[src/rtl/store_rmw_unit.sv]
// store_rmw_unit: sequential store merge that turns byte/half/word/dword stores into word-wide memory RMW.
// Optional STORE_RMW_MISALIGN_TRAP_EN: misaligned stores are rejected with misalign_err instead of aligned down.
module store_rmw_unit #(
    parameter int XLEN   = 32,
    parameter int ADDR_W = 32
) (
    input  logic              clk,
    input  logic              reset,
    input  logic              req_valid,
    output logic              req_ready,
    input  logic [ADDR_W-1:0] req_addr,
    input  logic [XLEN-1:0]   req_wdata,
    input  logic [1:0]        req_size,
    output logic              done,
    output logic              misalign_err,
    output logic [ADDR_W-1:0] mem_addr,
    output logic              mem_rd_en,
    input  logic              mem_rd_valid,
    input  logic [XLEN-1:0]   mem_rd_data,
    output logic              mem_wr_en,
    output logic [XLEN-1:0]   mem_wr_data,
    input  logic              mem_wr_ack
);
    localparam int NB = XLEN / 8;
    localparam int OFF_W = $clog2(NB);
    localparam logic [1:0] MAX_SZ = 2'(OFF_W);
    localparam logic [OFF_W-1:0] ONE_OFF = OFF_W'(1);

    typedef enum logic [2:0] {
        ST_IDLE    = 3'd0,
        ST_READ    = 3'd1,
        ST_WAIT_RD = 3'd2,
        ST_WRITE   = 3'd3,
        ST_DONE    = 3'd4
    } state_t;

    state_t            state_q;
    logic              req_ready_q;
    logic              done_q;
    logic              rd_en_q;
    logic              wr_en_q;
    logic [ADDR_W-1:0] addr_q;
    logic [XLEN-1:0]   wr_data_q;
    logic [XLEN-1:0]   wdata_q;
    logic [NB-1:0]     mask_q;

    logic [1:0]        size_s;
    logic [OFF_W-1:0]  szmask_s;
    logic [OFF_W-1:0]  raw_off_s;
    logic [OFF_W-1:0]  off_s;
    logic              full_s;
    logic [NB-1:0]     mask_s;
    logic [XLEN-1:0]   wdata_sh_s;
    logic [XLEN-1:0]   merged_s;

    // Decode size/offset into a lane mask; the modular shift makes szmask all-ones for full-width stores.
    always_comb begin
        size_s     = (req_size > MAX_SZ) ? MAX_SZ : req_size;
        szmask_s   = (ONE_OFF << size_s) - ONE_OFF;
        raw_off_s  = req_addr[OFF_W-1:0];
        off_s      = raw_off_s & ~szmask_s;
        full_s     = (size_s == MAX_SZ);
        wdata_sh_s = req_wdata << {off_s, 3'b000};
        mask_s     = {NB{1'b0}};
        for (int k = 0; k < NB; k++) begin
            mask_s[k] = (k >= int'(off_s)) && (k < int'(off_s) + int'(szmask_s) + 1);
        end
    end

    // Lane-wise merge of the latched store data over the word read back from memory.
    always_comb begin
        merged_s = {XLEN{1'b0}};
        for (int k = 0; k < NB; k++) begin
            merged_s[8*k +: 8] = mask_q[k] ? wdata_q[8*k +: 8] : mem_rd_data[8*k +: 8];
        end
    end

`ifdef STORE_RMW_MISALIGN_TRAP_EN
    logic misalign_s;
    logic err_q;
    assign misalign_s = ((raw_off_s & szmask_s) != {OFF_W{1'b0}});
    assign misalign_err = err_q;
`else
    assign misalign_err = 1'b0;
`endif

    // Transaction FSM; every output is a register updated alongside the state.
    always_ff @(posedge clk) begin
        if (reset) begin
            state_q     <= ST_IDLE;
            req_ready_q <= 1'b1;
            done_q      <= 1'b0;
            rd_en_q     <= 1'b0;
            wr_en_q     <= 1'b0;
            addr_q      <= {ADDR_W{1'b0}};
            wr_data_q   <= {XLEN{1'b0}};
            wdata_q     <= {XLEN{1'b0}};
            mask_q      <= {NB{1'b0}};
`ifdef STORE_RMW_MISALIGN_TRAP_EN
            err_q       <= 1'b0;
`endif
        end else begin
            done_q  <= 1'b0;
            rd_en_q <= 1'b0;
`ifdef STORE_RMW_MISALIGN_TRAP_EN
            err_q   <= 1'b0;
`endif
            case (state_q)
                ST_IDLE: begin
                    if (req_valid) begin
                        req_ready_q <= 1'b0;
                        addr_q      <= {req_addr[ADDR_W-1:OFF_W], {OFF_W{1'b0}}};
                        mask_q      <= mask_s;
                        wdata_q     <= wdata_sh_s;
`ifdef STORE_RMW_MISALIGN_TRAP_EN
                        if (misalign_s) begin
                            err_q   <= 1'b1;
                            state_q <= ST_DONE;
                        end else
`endif
                        if (full_s) begin
                            wr_en_q   <= 1'b1;
                            wr_data_q <= req_wdata;
                            state_q   <= ST_WRITE;
                        end else begin
                            rd_en_q <= 1'b1;
                            state_q <= ST_READ;
                        end
                    end
                end
                ST_READ: begin
                    state_q <= ST_WAIT_RD;
                end
                ST_WAIT_RD: begin
                    if (mem_rd_valid) begin
                        wr_data_q <= merged_s;
                        wr_en_q   <= 1'b1;
                        state_q   <= ST_WRITE;
                    end
                end
                ST_WRITE: begin
                    if (mem_wr_ack) begin
                        wr_en_q <= 1'b0;
                        done_q  <= 1'b1;
                        state_q <= ST_DONE;
                    end
                end
                ST_DONE: begin
                    req_ready_q <= 1'b1;
                    state_q     <= ST_IDLE;
                end
                default: begin
                    req_ready_q <= 1'b1;
                    wr_en_q     <= 1'b0;
                    state_q     <= ST_IDLE;
                end
            endcase
        end
    end

    assign req_ready   = req_ready_q;
    assign done        = done_q;
    assign mem_addr    = addr_q;
    assign mem_rd_en   = rd_en_q;
    assign mem_wr_en   = wr_en_q;
    assign mem_wr_data = wr_data_q;
endmodule

[config.mk]
export PLATFORM = sky130hd
export DESIGN_NAME = store_rmw_unit
export DESIGN_NICKNAME = d
export VERILOG_FILES = /design/src/rtl/store_rmw_unit.sv
export SDC_FILE = /design/constraint.sdc
export NUM_CORES = 1
export LEC_CHECK = 0
export BUFFER_PORTS_ARGS = -buffer_cell sky130_fd_sc_hd__buf_2
export CORE_UTILIZATION = 46
export DETAILED_ROUTE_END_ITERATION = 16
export PLACE_DENSITY = 0.8
export RECOVER_POWER = 50
export SLEW_MARGIN = 25
export SYNTH_ARGS = -nofsm -noshare
export SYNTH_HDL_FRONTEND = slang
export SYNTH_SLANG_ARGS = --single-unit
[constraint.sdc]
create_clock -name clk -period 2.5 [get_ports clk]
set_input_delay 0.5 -clock clk [delete_from_list [all_inputs] [get_ports clk]]
set_output_delay 0.5 -clock clk [all_outputs]
set_load 0.02 [all_outputs]
==> flow_summary.yaml <==
sta:
  finalSetupViolations: 0
  slew_headroom_pct: 40.4
  fin_crit_ns: 2.07
  skew_ns: 0.00552
  worst_slew_pin_slew_ns: 0.894
  finalHoldViolCount: 0
  final-max-slew-violation-count: 0
  grt_setup_unrepaired: "false"
  fmax_ghz: 0.484
  fin_setup_tns_ns: 0
  fin_crit_sh_pct: 82.7
  timing.final.ws_setup_ns: 0.432
setup_path:
  r2r_cells: 5
  crit_type: "register to register"
  required_ns: 2.79
  regToRegStartpoint: "state_q[1]"
  arrival_ns: 2.35
  r2r-end: "mem_wr_data[8]"
  path_max_fanout: 32
  r2r_slack_ns: 0.43
  critPathCaptureType: "register"
  cp-start-kind: "register"
finish:
  fin_nets: 833
  area_growth_pct: 19.8
  fin_util_pct: 57.8
  drive_gt1_share_pct: 19.6
  final_area_um2: 5750
  antenna_cells: 0
floorplanning:
  initial_core_util_pct: 48.2
  die_y_um: 104
  rows: 36
  boundaryPins: 172
  die_w_um: 104
  die_area_um2: 10800
  core-area_um2: 9950
clocking:
  cts.sinks: 105
  hold_buffers: 0
  tritoncts: "yes"
  clk_pin_slew_worst_paths_ns: 0.09
  ctsResizeCount: 0
  post_cts_buffers: 0
  h-tree-depth: 3
  clk_latency_ns: 0.37
  cts-root-buf: "clkbuf_8"
  cts_buffers: 9
  clockBufferDepth: 2
global_routing:
  antenna_found_initial: 0
  grt_pass1_wl_um: 21800
  overflow: 0
  grt_pass1_vias: 4413
  grt_max_degree: 65
  grt.total_usage_pct: 24.9
power:
  p_leak_uw: 0.00224
  power_density_nw_per_um2: 657
  max-vdd-ir-drop_mv: 0.354
yosys:
  ys_ff_latch: 105
  synth_top_family_by_area: "compound AO/OA/AOI/OAI gates"
  ys_types: 38
  ys.warnings.count: 0
  synth_top_cell_by_area: "dfxtp_1"
  synth_fa_ha_area_share_pct: 0.782
  synth-simple-area-share_pct: 19.0
  synth_compound_area_share_pct: 22.3
  syn_area_per_cell_um2: 8.16
  yosys-top-cells-area: "dfxtp_1 44%, nand2_1 13%, a21oi_1 9.6%"
  syn_inst: 588
  synth_seq_area_share_pct: 43.8
  synth_top_area_share_pct: 43.8
  synthMuxAreaShare_pct: 8.56
  synth_area_um2: 4800
  synth_xor_area_share_pct: 0
detailed_routing:
  drt_iter0_markers: 223
  drt-vias-per-instance: 5.43
  drc: 0
  dr.pass1.iters: 4
  routedWlPerCell_um: 15.3
  num_vias: 4692
  antenna_left: 0
  wl_um: 13200
run:
  max-cap-violations: 0
hold_path:
  holdCritPathClass: "input pin to register"
  min_path_cells: 3
  holdCritStartpoint: "req_addr[6]"
  min_to: "mem_addr[6]"
placement:
  port_buffers: 168
  place_ws_ns: 0.381
  gp_congestion: 0.861
  place_area_um2: 5670
  dpl.hpwl_um: 9570
status:
  status: "complete, no violations"
## metal layers
metal  track usage [%]  up-vias  wire length [um]
met3              6.33       18              1030
met4              6.94        0               214
met2              42.0      223              6260
met5                 0        -                 0
met1              31.4     2144              5710
li1                  -     2307                 -
## critical path, cell delays in order, from the launching register on
cell	delay, ns
dfxtp_1	0.42
nand3b_1	0.27
a211oi_4	0.25
clkbuf_2	0.60
o211ai_1	0.26
a21oi_1	0.17
## placed cells by master, fill, tap and decap left out, drive strengths merged, types with 5 or more instances in the layout
cell / count
nor2: 32
o211ai: 33
a22oi: 16
a221o: 8
nor3: 5
nand2: 166
clkbuf: 80
buf: 109
a21oi: 92
mux2: 8
mux2i: 32
dfxtp: 105
a211o: 9
## cell families after synthesis
family,after synthesis
other,1
DFF,105
buffers and inverters,56
adders and majority gates,3
muxes,40
and+or+nand+nor,216
AOI/OAI and AO/OA,167
## registers in the layout, indices dropped and copies added (netlist names)
register / count
mem_wr_data: 32
wdata_q: 32
mem_addr: 30
mask_q: 4
state_q: 3
done: 1
mem_rd_en: 1
mem_wr_en: 1
req_ready: 1
## metrics by stage
| step | total power, uW | instances | hold slack (ns) |
|---|---|---|---|
| 2_1_floorplan | 2540 | 590 | 0.456 |
| 3_3_place_gp | 2810 | 849 | 0.439 |
| 3_5_place_dp | 2840 | 849 | 0.445 |
| 4_1_cts | 3820 | 864 | 0.354 |
| 5_1_grt | 4000 | 864 | 0.342 |
| 6_report | 3780 | 864 | 0.363 |
## cell usage after synthesis, drive strengths merged
cell     number
or3b          1
clkbuf       32
or3           2
or4b          1
nand3b        1
nor3b         2
nor2b         2
nor4b         1
a221o         8
or2           1
o21bai        1
nand3         1
mux2          8
nand2b        1
inv           4
a22oi        16
o211ai       33
ha            3
a2111oi       1
a211o         9
dfxtp       105
nor3          5
a211oi        3
mux2i        32
buf          20
conb          1
a21oi        92
o2111ai       1
nor2         32
o21ai         3
nand2       166
## worst max-delay path by stage
stage	start	endpoint	slack, ns	cells past startpoint
finish	state_q[1]	mem_wr_data[8]	0.43	5
global route	state_q[1]	mem_wr_data[8]	0.29	5
CTS	state_q[2]	wdata_q[22]	0.45	4
detailed placement	req_valid	wdata_q[22]	0.38	5
global placement	req_valid	wdata_q[23]	0.43	5
floorplan	req_size[1]	wdata_q[16]	0.60	7
## layout make-up
cell class,count,area (um2)
multi-input combinational,429,2450
timing repair buffer,178,841
tap,133,166
clock buffer,11,131
clock inverter,4,45.0
fill,964,4210
inverter,4,15.0
sequential,105,2100
## power breakdown
group          internal (uW)  total [uW]  switching, uW
clock                    454        1000            546
combinational            321         862            541
sequential              1810        1920            104
total                   2590        3780           1190
No activity file was read; power rests on OpenSTA's default activity.
